===== src/rtl/axil_req_arbiter.sv =====
// Round-robin arbiter sharing one exec/fin command port between NUM_REQ requesters.
// Optional ISSUE-state abort counter enabled by defining ARB_TIMEOUT_EN.
module axil_req_arbiter #(
   parameter int NUM_REQ     = 2,
   parameter int DATA_W      = 32,
   parameter int ADDR_W      = 9,
   parameter int TIMEOUT_CYC = 64
) (
   input  logic                       clk,
   input  logic                       reset,
   input  logic [NUM_REQ-1:0]         req_exec,
   input  logic [NUM_REQ-1:0]         req_we,
   input  logic [NUM_REQ*ADDR_W-1:0]  req_addr,
   input  logic [NUM_REQ*DATA_W-1:0]  req_wdata,
   output logic [NUM_REQ-1:0]         req_fin,
   output logic [DATA_W-1:0]          req_rdata,
   output logic                       req_err,
   output logic                       m_exec,
   output logic                       m_we,
   output logic [ADDR_W-1:0]          m_addr,
   output logic [DATA_W-1:0]          m_wdata,
   input  logic [DATA_W-1:0]          m_rdata,
   input  logic                       m_fin,
   output logic                       busy,
   output logic [$clog2(NUM_REQ)-1:0] grant_id
);

   localparam int GW = $clog2(NUM_REQ);
   localparam logic [GW-1:0] LAST_INIT = GW'(NUM_REQ - 1);

   typedef enum logic [1:0] {IDLE, ISSUE, COMPLETE} state_t;

   state_t         state_reg;
   logic [GW-1:0]  last_grant_reg;

   logic [ADDR_W-1:0] addr_arr  [NUM_REQ];
   logic [DATA_W-1:0] wdata_arr [NUM_REQ];
   logic [GW:0]       cand_sum  [NUM_REQ];
   logic [GW-1:0]     cand      [NUM_REQ];
   logic [NUM_REQ-1:0] hit;
   logic [GW-1:0]     winner;
   logic              any_req;

   // cand[gi] is the requester at search distance gi+1 from the last grant
   generate
      for (genvar gi = 0; gi < NUM_REQ; gi++) begin : g_req
         assign addr_arr[gi]  = req_addr[gi*ADDR_W +: ADDR_W];
         assign wdata_arr[gi] = req_wdata[gi*DATA_W +: DATA_W];
         assign cand_sum[gi]  = {1'b0, last_grant_reg} + (GW+1)'(gi + 1);
         assign cand[gi]      = (cand_sum[gi] >= (GW+1)'(NUM_REQ))
                                ? GW'(cand_sum[gi] - (GW+1)'(NUM_REQ))
                                : cand_sum[gi][GW-1:0];
         assign hit[gi]       = req_exec[cand[gi]];
      end
   endgenerate

   always_comb begin
      winner  = '0;
      any_req = |req_exec;
      // descending scan so the nearest hit is the last one written
      for (int k = NUM_REQ - 1; k >= 0; k--) begin
         if (hit[k]) begin
            winner = cand[k];
         end
      end
   end

   assign busy = (state_reg != IDLE);

`ifdef ARB_TIMEOUT_EN
   localparam int TW = $clog2(TIMEOUT_CYC + 1);
   logic [TW-1:0] cnt_reg;
   logic          err_reg;
   logic          timeout_hit;

   // this ISSUE cycle brings the count to TIMEOUT_CYC
   assign timeout_hit = (cnt_reg == TW'(TIMEOUT_CYC - 1));
   assign req_err     = err_reg;
`else
   assign req_err = 1'b0;
`endif

   always_ff @(posedge clk or posedge reset) begin
      if (reset) begin
         state_reg      <= IDLE;
         last_grant_reg <= LAST_INIT;
         grant_id       <= '0;
         m_exec         <= 1'b0;
         m_we           <= 1'b0;
         m_addr         <= '0;
         m_wdata        <= '0;
         req_fin        <= '0;
         req_rdata      <= '0;
`ifdef ARB_TIMEOUT_EN
         cnt_reg        <= '0;
         err_reg        <= 1'b0;
`endif
      end else begin
         case (state_reg)
            IDLE: begin
               if (any_req) begin
                  grant_id  <= winner;
                  m_we      <= req_we[winner];
                  m_addr    <= addr_arr[winner];
                  m_wdata   <= wdata_arr[winner];
                  m_exec    <= 1'b1;
                  state_reg <= ISSUE;
`ifdef ARB_TIMEOUT_EN
                  cnt_reg   <= '0;
`endif
               end
            end
            ISSUE: begin
               if (m_fin) begin
                  m_exec <= 1'b0;
                  if (!m_we) begin
                     req_rdata <= m_rdata;
                  end
`ifdef ARB_TIMEOUT_EN
                  err_reg <= 1'b0;
`endif
                  req_fin        <= {{(NUM_REQ-1){1'b0}}, 1'b1} << grant_id;
                  last_grant_reg <= grant_id;
                  state_reg      <= COMPLETE;
               end
`ifdef ARB_TIMEOUT_EN
               else if (timeout_hit) begin
                  m_exec         <= 1'b0;
                  err_reg        <= 1'b1;
                  req_rdata      <= '0;
                  req_fin        <= {{(NUM_REQ-1){1'b0}}, 1'b1} << grant_id;
                  last_grant_reg <= grant_id;
                  state_reg      <= COMPLETE;
               end else begin
                  cnt_reg <= cnt_reg + 1'b1;
               end
`endif
            end
            COMPLETE: begin
               // m_we/m_addr/m_wdata held: the wrapper muxes its fin on we
               req_fin   <= '0;
               state_reg <= IDLE;
            end
            default: state_reg <= IDLE;
         endcase
      end
   end

endmodule


===== config.mk =====
export PLATFORM = sky130hd
export DESIGN_NAME = axil_req_arbiter
export DESIGN_NICKNAME = d
export VERILOG_FILES = /design/src/rtl/axil_req_arbiter.sv
export SDC_FILE = /design/constraint.sdc
export NUM_CORES = 1
export LEC_CHECK = 0
export BUFFER_PORTS_ARGS = -buffer_cell sky130_fd_sc_hd__buf_2
export CAP_MARGIN = 0
export CORE_MARGIN = 4
export CORE_UTILIZATION = 48
export DETAILED_ROUTE_END_ITERATION = 10
export HOLD_SLACK_MARGIN = 0.02
export PLACE_DENSITY = 0.95
export RECOVER_POWER = 100
export REMOVE_ABC_BUFFERS = 1
export SLEW_MARGIN = 0
export SYNTH_ARGS = -nofsm -noshare
export SYNTH_HDL_FRONTEND = slang
export SYNTH_SLANG_ARGS = --single-unit
export TNS_END_PERCENT = 30

===== constraint.sdc =====
create_clock -name clk -period 5.2 [get_ports clk]
set_clock_uncertainty 0.15 [all_clocks]
set_input_delay 0.26 -clock clk [delete_from_list [all_inputs] [get_ports clk]]
set_output_delay 0.26 -clock clk [all_outputs]
set_load 0.05 [all_outputs]

=== Yosys cells after proc, flatten, opt, wreduce, memory -nomap -nowiden ===
Cells that the tools add are included.

* Bits in registers: 81
* Bits of input ports: 121
* Logic and storage cells: 61

* Add/subtract/negate cells: 4
* Order comparisons: 6
* Equal/unequal tests: 4
* Shifts and indexed selects: 1
* Mux-type cells: 24
* Bitwise gates (word level): 2
* Reductions and logical operators: 11

{| class="wikitable"
|+ Operator list
! kind !! count
|-
| 2-to-1 mux 32 bit || 3
|-
| 2-to-1 mux 9 bit || 3
|-
| 2-to-1 mux 1 bit || 12
|-
| one-hot mux 2 bit (2 select lines) || 2
|-
| AND reduction 2 bit || 4
|-
| >= comparator 2 bit, second input constant || 3
|-
| less-than comparator 1 x 2 -> 1 bit, second input constant || 3
|-
| 2-to-1 mux 2 bit || 3
|-
| AND reduction 3 bit || 2
|-
| nonzero test 2 bit || 3
|-
| inequality test 2 bit, second input constant || 2
|-
| adder 1 x 1 -> 2 bit, second input constant || 1
|-
| adder 1 x 2 -> 2 bit, second input constant || 1
|-
| == test 2 x 1 -> 1 bit, second input constant || 1
|-
| == test 2 bit, second input constant || 1
|-
| logical NOT 2 bit || 1
|-
| inverter 1 -> 2 bit || 1
|-
| one-hot mux 1 bit (2 select lines) || 1
|-
| OR reduction 2 bit || 1
|-
| left shift 1 x 1 -> 2 bit, first input constant || 1
|-
| subtractor 1 bit, second input constant || 2
|-
| inverter 1 bit || 1
|}

=== Logic depth before layout (Yosys ltp) ===
Gate-level depths: netlist (run 1).

* Depth after elaboration: 11
* Gate-level depth with buffers: 5
* Mapped depth without buffers: 3

=== Least setup slack after synthesis (run 1) ===
No wires, ideal clock.

* Path kind: register -> register
* From: register last_grant_reg
* To: register m_addr[6]
* Data arrival time: 1438 ps
* Path slack: 3488 ps
* Stages on the path, launching flop included: 6
* Path buffers: 2
* Period minus slack after synthesis: 1712 ps
* Cells stage by stage: dfstp_2 -> a21bo_1 -> buf_6 -> buf_6 -> mux2_4 -> mux2_2

* Longest elaborated chain between the ends: 11
* Elaborated cells on any way between the ends: 18
* Classes of those cells: add/sub: 4; order compare: 2; mux: 11; bitwise: 1

{| class="wikitable"
|+ Ends and longest elaborated chain
! what !! line !! RTL
|-
| start: declaration || 34 || <nowiki>logic [GW-1:0] last_grant_reg;</nowiki>
|-
| start signal: assignment || 123 || <nowiki>last_grant_reg <= grant_id;</nowiki>
|-
| adder 1 x 2 -> 2 bit || 49 || <nowiki>assign cand_sum[gi] = {1'b0, last_grant_reg} + (GW+1)'(gi + 1);</nowiki>
|-
| >= comparator 2 bit / subtractor 1 bit (equally long branches) || 50, 51 ||
|-
| 2-to-1 mux 1 bit || 51 || <nowiki>? GW'(cand_sum[gi] - (GW+1)'(NUM_REQ))</nowiki>
|-
| 2-to-1 mux 1 bit (implied by the code) (2 in a row) || 53 || <nowiki>assign hit[gi] = req_exec[cand[gi]];</nowiki>
|-
| 2-to-1 mux 1 bit || 62 || <nowiki>if (hit[k]) begin</nowiki>
|-
| 2-to-1 mux 1 bit * || 62 ||
|-
| inverter 1 -> 2 bit (implied by the code) * || 104 || <nowiki>m_addr <= addr_arr[winner];</nowiki>
|-
| 2-to-1 mux 9 bit (implied by the code) * (3 in a row) || 104 ||
|-
| end signal: assignment || 104 ||
|-
| end: declaration || 20 || <nowiki>output logic [ADDR_W-1:0] m_addr,</nowiki>
|}

Mark *: on every way between the ends. The rest lies on a longest branch, timed or not. The select of a mux whose other input is x is not followed.
A chain may end at the register's enable or synchronous reset.

=== Final worst setup path (run 1) ===
* From: input port req_exec[0]
* To: register m_addr[5]

* Longest elaborated chain between the ends: 8
* Elaborated cells on any way between the ends: 12
* Classes of those cells: mux: 9; bitwise: 1; reduce/logical: 2

{| class="wikitable"
|+ Ends and longest elaborated chain
! what !! line !! RTL
|-
| start: declaration || 11 || <nowiki>input logic [NUM_REQ-1:0] req_exec,</nowiki>
|-
| 2-to-1 mux 1 bit (implied by the code) (2 in a row) || 53 ||
|-
| 2-to-1 mux 1 bit (2 in a row) || 62 ||
|-
| inverter 1 -> 2 bit (implied by the code) || 104 ||
|-
| 2-to-1 mux 9 bit (implied by the code) (3 in a row) || 104 ||
|}

Parallel ways exist; a longest one is shown, timed or not. The select of a mux whose other input is x is not followed.

==> impl_metrics.tcl, run 1 <==
set metrics [dict create \
    area_growth_pct 40.21 \
    path_class "primary input to flop" \
    grt.overflow.total 0 \
    synth_area_mm2 0.003734 \
    end_kind "flop" \
    ys_top_cells_by_area "dfrtp_1 (54%), mux2_2 (22%), mux2_4 (16%), buf_6 (1.5%), mux2_1 (1.2%)" \
    clk_transition_reported_paths_ns 0.09 \
    slew_headroom -0.7209 \
    violations "capacitance limit, slew limit" \
    vias_per_cell 5.010 \
    hold_viol 0 \
    postRouteAntennaNets 0 \
    cp.arrival_ns 3.26 \
    report.final.slew_viol_count 91 \
    setup_violations 0 \
    period_minus_slack_ns 3.166 \
    finalCritPeriodShare 0.6089 \
    synth_warnings 0 \
    drive_above_1_share 0.5158 \
    p_leak_nw 2.483 \
    cts_sinks 81 \
    dpl.hpwl_um 6919 \
    cts_buffers 9 \
    drtIter0Drc 52 \
    critPathLaunchType "primary input" \
    ir_drop_uv 463.2 \
    synth-seq-area-share 0.5432 \
    grt_max_degree 48 \
    post_cts_buffers 0 \
    num_antenna_cells 0 \
    port_buffers 199 \
    via_count 2876 \
    initial_core_util 0.5040 \
    cap_viol_max_count 3 \
    die_area_mm2 0.009253 \
    synth_most_common_cell "dfrtp_1" \
    tns_ns 0 \
    tightestPinTransition_ns 2.554 \
    rows 31 \
    drc 0 \
    synthArstFlopShare 1.000 \
    placed_cell_area_mm2 0.004786 \
    final_util 0.7066 \
    ys_top_cells_by_count "dfrtp_1 (80), mux2_2 (74), mux2_4 (39), inv_1 (6), buf_6 (5)" \
    totalWireLength_um 10440 \
    fin_cells 574 \
    cts_resized 0 \
    fin_area_mm2 0.005235 \
    track_usage 0.2204 \
    root_buffer "clkbuf_8" \
    ys_seq_elements 81 \
    synth_cells 235 \
    routedWlPerCell_um 18.18 \
    clockBufferDepth 2 \
    die_w_um 96.20 \
    r2r_setup_slack_ns 2.39 \
    postCtsHoldBufs 33 \
    reg.largest.list "m_wdata (32), req_rdata (32), m_addr (9)" \
    synth_edf_count 0 \
    powerDensity_mw_per_mm2 727.9 \
    hold_path.class "primary input to flop" \
    core_mm2 0.007408 \
    clock.fmax_mhz 315.8 \
    pin_count 201 \
    layout.nets 591 \
    dp.cells 524 \
    antenna_found_initial 0 \
    synth_top_area_frac 0.5362 \
    synth.largest_area_cell "dfrtp_1" \
    grt_pass1_wl_um 15160 \
    worstSkewPairLatency_ns 0.35 \
    dr.pass1.iters 4 \
    gp_congestion 0.7388 \
    cts.htree.levels 3 \
    rsz0062_at_grt "no" \
    synth_flop_cell "dfrtp_1" \
    grt_pass1_vias 3165 \
    cts_tree "built" \
    synth_area_per_cell_um2 15.89 \
    required_ns 5.29 \
    outcome "finished, violations left" \
    fp.dieH_um 96.20 \
    synth_cell_types 22 \
    path_max_fanout 25 \
]
per-stage QoR:
step	worst slack, ns	total power [mW]	hold slack (ns)
floorplan	2.405	2.812	0.2173
global placement	2.795	3.280	0.1815
detailed placement	2.707	3.339	0.1921
CTS	2.689	3.876	0.03390
global route	1.662	3.986	0.1008
finish	2.034	3.811	0.1113
final timing paths:
kind / start / endpoint / depth (start not counted)
worst min register to register: req_rdata[18] / req_rdata[18] / 1
max in group asynchronous: reset / req_rdata[22] / 4
worst max register to register: state_reg[1] / req_rdata[17] / 4
worst min-delay path: req_wdata[54] / m_wdata[22] / 3
min in group asynchronous: reset / req_rdata[30] / 3
worst max-delay path: req_exec[0] / m_addr[5] / 4
layer usage:
layer / wire (µm) / vias up / track usage
met1: 3644 / 1380 / 0.2224
met5: 0 / - / 0
li1: - / 1311 / -
met4: 301 / 0 / 0.09953
met2: 5448 / 157 / 0.4123
met3: 1041 / 28 / 0.06489
kinds of logic after synthesis:
logic type / synth area share
muxes: 0.3921
and+or+nand+nor: 0.01173
buffers and inverters: 0.03452
DFF: 0.5432
AOI/OAI and AO/OA: 0.01743
other: 0.001004
final cells by class:
class | instances | area, µm²
clock buffers | 9 | 123.9
clock inverters | 7 | 101.3
fillers | 518 | 2173
inverters | 6 | 23.77
multi-input cells | 135 | 1573
flip-flops and latches | 81 | 2028
well taps | 99 | 123.9
repair buffers | 237 | 1261
placed cells by master, fill, tap and decap left out, types with 2 or more instances in the layout:
master	instances
o21ai_0	3
nand2_1	2
inv_6	2
mux2_1	13
dfrtp_1	80
nand3b_1	2
buf_2	118
dlygate4sd3_1	34
inv_1	5
o21a_1	2
clkbuf_8	9
clkbuf_1	82
mux2_4	39
mux2_2	65
o22ai_1	2
buf_4	3
bufinv_16	2
clkinvlp_4	2
power breakdown:
part | internal (mW) | leakage [nW] | switching (mW)
sequential | 0.954 | 0.955 | 0.196
combinational | 0.578 | 1.42 | 1.57
clock | 0.275 | 0.106 | 0.240
total | 1.81 | 2.48 | 2.00
worst max-delay path, cell delays in order:
cell and delay [ns]:
buf_2 0.12, o21ai_0 1.90, buf_4 0.57, mux2_2 0.39
Power figures use the tool's default switching activity.
==> inputs of run 2 (changes only) <==
--- a/config.mk
+++ b/config.mk
@@ -8,10 +8,10 @@
 export BUFFER_PORTS_ARGS = -buffer_cell sky130_fd_sc_hd__buf_2
 export CAP_MARGIN = 0
 export CORE_MARGIN = 4
-export CORE_UTILIZATION = 48
+export CORE_UTILIZATION = 45
 export DETAILED_ROUTE_END_ITERATION = 10
 export HOLD_SLACK_MARGIN = 0.02
-export PLACE_DENSITY = 0.95
+export PLACE_DENSITY = 0.91
 export RECOVER_POWER = 100
 export REMOVE_ABC_BUFFERS = 1
 export SLEW_MARGIN = 0
==> constraint.sdc (replaced) <==
create_clock -name clk -period 3.1 [get_ports clk]
set_clock_uncertainty 0.15 [all_clocks]
set_input_delay 0.155 -clock clk [delete_from_list [all_inputs] [get_ports clk]]
set_output_delay 0.155 -clock clk [all_outputs]
set_load 0.05 [all_outputs]
==> run 2 against run 1 <==
  * The run still ends with capacitance limit, slew limit left
  * Critical endpoint is now m_addr[0]
  * Non-clock buffer count rose by 65
  * Setup slack worse by 1.7 ns
  * Register-to-register slack worse by 2.1 ns
  * Worst hold slack lost 0.080 ns
  * Final area up 11%
==> impl_metrics.tcl, run 2 (synthesis results as in run 1) <==
set metrics [dict create \
    drtIter0Drc 36 \
    tightestPinTransition_ns 1.533 \
    required_ns 3.17 \
    reg.largest.list "m_wdata (32), req_rdata (32), m_addr (9)" \
    final_util 0.7373 \
    fin_area_mm2 0.005816 \
    cts.htree.levels 3 \
    outcome "finished, violations left" \
    fp.dieH_um 99.09 \
    cp_top_family "buffers and inverters" \
    die_w_um 99.09 \
    path_max_fanout 17 \
    grt_pass1_wl_um 18020 \
    initial_core_util 0.4734 \
    die_area_mm2 0.009818 \
    violations "capacitance limit, slew limit" \
    crit_path_top_delay_cell "dlygate4sd3_1" \
    final_common_cell "buf_2" \
    p_total_mw 6.478 \
    fin_cells 642 \
    clock.fmax_mhz 357.0 \
    vias_per_cell 4.930 \
    slowest_delay_ns 0.57 \
    tns_ns 0 \
    setup_violations 0 \
    pin_count 201 \
    grt_max_degree 60 \
    area_growth_pct 55.76 \
    totalWireLength_um 11570 \
    r2r_cells 5 \
    final_cell_mix "buf_2 (118), dlygate4sd3_1 (98), clkbuf_1 (82)" \
    routedWlPerCell_um 18.02 \
    powerDensity_mw_per_mm2 1114 \
    gp_congestion 0.7487 \
    drc 0 \
    critPathLaunchType "flop" \
    drive_above_1_share 0.4315 \
    slew_headroom -0.02887 \
    rsz0062_at_grt "no" \
    worstSkewPairLatency_ns 0.34 \
    end_kind "flop" \
    placed_cell_area_mm2 0.004797 \
    core_mm2 0.007888 \
    ir_drop_uv 606.5 \
    report.final.slew_viol_count 18 \
    port_buffers 199 \
    num_antenna_cells 0 \
    hold_path.class "primary input to flop" \
    antenna_found_initial 0 \
    dp.cells 528 \
    post_cts_buffers 0 \
    cp.depth 5 \
    track_usage 0.2345 \
    path_buf_inv 2 \
    cts_buffers 9 \
    via_count 3165 \
    cts_tree "built" \
    path_class "flop to flop" \
    cts_sinks 81 \
    p_leak_nw 2.679 \
    holdPathStages 3 \
    dpl.hpwl_um 6927 \
    crit_chain "a21bo_2 -> buf_4 -> mux2_1 -> dlygate4sd3_1 -> mux2_2" \
    dp_slack_ns 0.8080 \
    layout.nets 656 \
    whs_ns 0.03097 \
    root_buffer "clkbuf_8" \
    rows 32 \
    layout_setup_ws_ns 0.2986 \
    clk_transition_reported_paths_ns 0.09 \
    hold_viol 0 \
    postRouteAntennaNets 0 \
    cp.arrival_ns 2.87 \
    grt.overflow.total 0 \
    grt_pass1_vias 3560 \
    period_minus_slack_ns 2.801 \
    dr.pass1.iters 4 \
    clockBufferDepth 2 \
    cap_viol_max_count 1 \
    finalCritPeriodShare 0.9037 \
]
-- run 2: changes by cell type in the layout (fill, tap and decap cells not counted), sizes merged --
cell         change
clkbuf           +2
clkinv           +2
clkinvlp         -2
dlygate4sd3     +64
inv              -1
-- run 2: metal layers --
metal  routed length, µm  GRT usage  vias up
met2                6112     0.4473      160
li1                    -          -     1434
met1                4318     0.2489     1545
met3                 864    0.06016       26
met5                   0          0        -
met4                 270    0.07563        0
-- run 2: final timing paths --
path	startpoint	to	slack [ns]
worst max-delay path	last_grant_reg	m_addr[0]	0.30
worst min-delay path	req_wdata[2]	m_wdata[2]	0.03
worst max register to register	last_grant_reg	m_addr[0]	0.30
worst min register to register	req_rdata[17]	req_rdata[17]	0.34
min in group asynchronous	reset	req_fin[0]	0.39
max in group asynchronous	reset	m_wdata[10]	0.72
-- run 2: report_power, final --
group	total, mW	internal, mW	switching [mW]
Clock	0.879	0.479	0.400
Combinational	3.67	1.04	2.63
Sequential	1.93	1.60	0.332
Total	6.48	3.11	3.36
-- run 2: area by class of cell --
cell class,count,area [µm²]
Timing Repair Buffer,302,1907
Fill cell,540,2072
Clock inverter,6,90.09
Clock buffer,10,137.6
Multi-Input combinational cell,135,1501
Inverter,6,23.77
Tap cell,102,127.6
Sequential cell,81,2028
-- run 2: worst register-to-register path, delay by kind of cell, from the launching register on --
kind,cells,cell delay [ns]
buffers and inverters,2,0.90
flip-flops,1,0.53
AO/OA/AOI/OAI,1,0.48
multiplexers,2,0.63
-- run 2: what timing repair did --
| action | 4_1_cts | 5_1_grt |
|---|---|---|
| gates resized for setup | 0 | 0 |
| hold buffers | 98 | 0 |
| hold endpoints to repair | 124 | 0 |
| setup endpoints to repair | 0 | 0 |
==> inputs of run 3 (changes only) <==
--- a/config.mk
+++ b/config.mk
@@ -10,6 +10,7 @@
 export CORE_MARGIN = 4
 export CORE_UTILIZATION = 45
 export DETAILED_ROUTE_END_ITERATION = 10
+export GPL_TIMING_DRIVEN = 0
 export HOLD_SLACK_MARGIN = 0.02
 export PLACE_DENSITY = 0.91
 export RECOVER_POWER = 100
==> run 3 against run 2 <==
  * The run still ends with capacitance limit, slew limit left
  * Global-route usage is 0.50 points higher
  * Setup slack worse by 0.0095 ns
  * Non-clock buffer count is 9 lower
  * Largest cell class unchanged
  * Largest power group unchanged
  * Highest routed layer unchanged
==> impl_metrics.tcl, run 3 (synthesis results as in run 1) <==
set metrics [dict create \
    setup_violations 0 \
    vias_per_cell 5.039 \
    cts_buffers 9 \
    multi_input_area_mm2 0.001524 \
    cts.htree.levels 3 \
    postCtsHoldBufs 91 \
    cp_top_family "buffers and inverters" \
    drc 0 \
    pin_count 201 \
    grt.overflow.total 0 \
    report.final.slew_viol_count 91 \
    antenna_found_initial 2 \
    final_common_cell "buf_2" \
    cap_viol_max_count 3 \
    via_count 3200 \
    powerDensity_mw_per_mm2 1107 \
    dr.pass1.iters 4 \
    crit_chain "a21bo_2 -> buf_12 -> mux2_1 -> dlygate4sd3_1 -> mux2_2" \
    power.switching_mw 3.407 \
    cts_sinks 81 \
    postRouteAntennaNets 0 \
    tightestPinTransition_ns 2.182 \
    slowest_delay_ns 0.57 \
    drtIter0Drc 59 \
    gp_congestion 0.7687 \
    cts_tree "built" \
    core_mm2 0.007888 \
    grt_pass1_wl_um 18440 \
    p_leak_nw 2.657 \
    reg.largest.list "m_wdata (32), req_rdata (32), m_addr (9)" \
    cp.arrival_ns 2.89 \
    seqPwrFrac 0.303 \
    grt_pass1_vias 3676 \
    dpl.hpwl_um 7112 \
    finalCritPeriodShare 0.9067 \
    outcome "finished, violations left" \
    drive_above_1_share 0.4407 \
    ff_latch_area_mm2 0.002028 \
    track_usage 0.2395 \
    hold_path.class "primary input to flop" \
    rsz0062_at_grt "no" \
    die_area_mm2 0.009818 \
    clock.fmax_mhz 355.8 \
    final_util 0.7302 \
    clk_transition_reported_paths_ns 0.09 \
    period_minus_slack_ns 2.811 \
    tns_ns 0 \
    area_growth_pct 54.26 \
    slew_headroom -0.4644 \
    critPathLaunchType "flop" \
    port_buffers 199 \
    crit_path_top_delay_cell "dlygate4sd3_1" \
    combinationalPowerShare 0.587 \
    fp.dieH_um 99.09 \
    root_buffer "clkbuf_8" \
    rows 32 \
    required_ns 3.18 \
    final_cell_mix "buf_2 (118), dlygate4sd3_1 (91), clkbuf_1 (82)" \
    fill_cells 556 \
    grt_max_degree 48 \
    end_kind "flop" \
    ir_drop_uv 527.2 \
    cts_resized 0 \
    path_buf_inv 2 \
    hold_viol 0 \
    layout.nets 647 \
    initial_core_util 0.4734 \
    swShare 0.5346 \
    path_max_fanout 30 \
    clockBufferDepth 2 \
    totalWireLength_um 11860 \
    post_cts_buffers 0 \
    violations "capacitance limit, slew limit" \
    routedWlPerCell_um 18.68 \
    worstSkewPairLatency_ns 0.34 \
    die_w_um 99.09 \
    clockPowerShare 0.111 \
    path_class "flop to flop" \
    intPower_mw 2.966 \
]
-- run 3: cell count changes in the layout (fill, tap and decap cells not counted), sizes merged --
cell / previous run / this run
bufinv: 2 / 0
clkinvlp: 1 / 3
diode: 0 / 2
inv: 6 / 7
clkbuf: 93 / 91
clkinv: 3 / 2
dlygate4sd3: 98 / 91
-- run 3: power groups by stage --
stage	clock (mW)	sequential [mW]	combinational [mW]
after floorplan	0	3.70	1.01
after global placement	0	1.85	3.65
after detailed placement	0	1.89	3.75
after CTS	0.719	1.88	3.88
after global routing	0.767	1.98	3.91
final	0.705	1.93	3.74
-- run 3: area by class of cell --
| type | count | area share |
|---|---|---|
| antenna | 2 | 0.0008690 |
| timing repair buffer | 293 | 0.3252 |
| sequential | 81 | 0.3522 |
| clock buffer | 10 | 0.02216 |
| inverter | 6 | 0.004128 |
| multi-input combinational | 135 | 0.2646 |
| clock inverter | 6 | 0.008690 |
| tap | 102 | 0.02216 |
-- run 3: path summary, 6_finish.rpt --
check                                from            to  depth (start not counted)  slack, ns
setup reg to reg           last_grant_reg    m_wdata[9]                          5       0.29
hold / removal              req_wdata[25]   m_wdata[25]                          3       0.03
max in group asynchronous           reset   m_wdata[16]                          4       1.34
setup / recovery           last_grant_reg    m_wdata[9]                          5       0.29
hold reg to reg               m_wdata[14]   m_wdata[14]                          1       0.36
min in group asynchronous           reset  req_rdata[0]                          3       0.59
-- run 3: metrics by stage --
stage          area [µm²]  setup WS [ns]  cells  hold slack, ns  power [mW]
5_1_grt              5759         0.1843    635         0.02741       6.659
3_5_place_dp         4828         0.5517    526         0.06935       5.645
2_1_floorplan        3627         0.3050    222          0.1123       4.716
6_report             5759         0.2891    635         0.02555       6.374
3_3_place_gp         4751       -0.07582    523          0.2244       5.499
4_1_cts              5917         0.3153    633         0.02024       6.482
-- run 3: per-layer routing --
| layer | GRT usage | routed length (µm) |
|---|---|---|
| met1 | 0.2508 | 4116 |
| met2 | 0.4370 | 6219 |
| met3 | 0.07077 | 1050 |
| met4 | 0.1113 | 475 |
| met5 | 0 | 0 |
-- run 3: worst reg2reg max path: cells and delay by family, from the launching register on --
kind	cells	cell delay [ns]
AOI/OAI and AO/OA	1	0.49
muxes	2	0.66
buffers and inverters	2	0.86
DFF	1	0.54
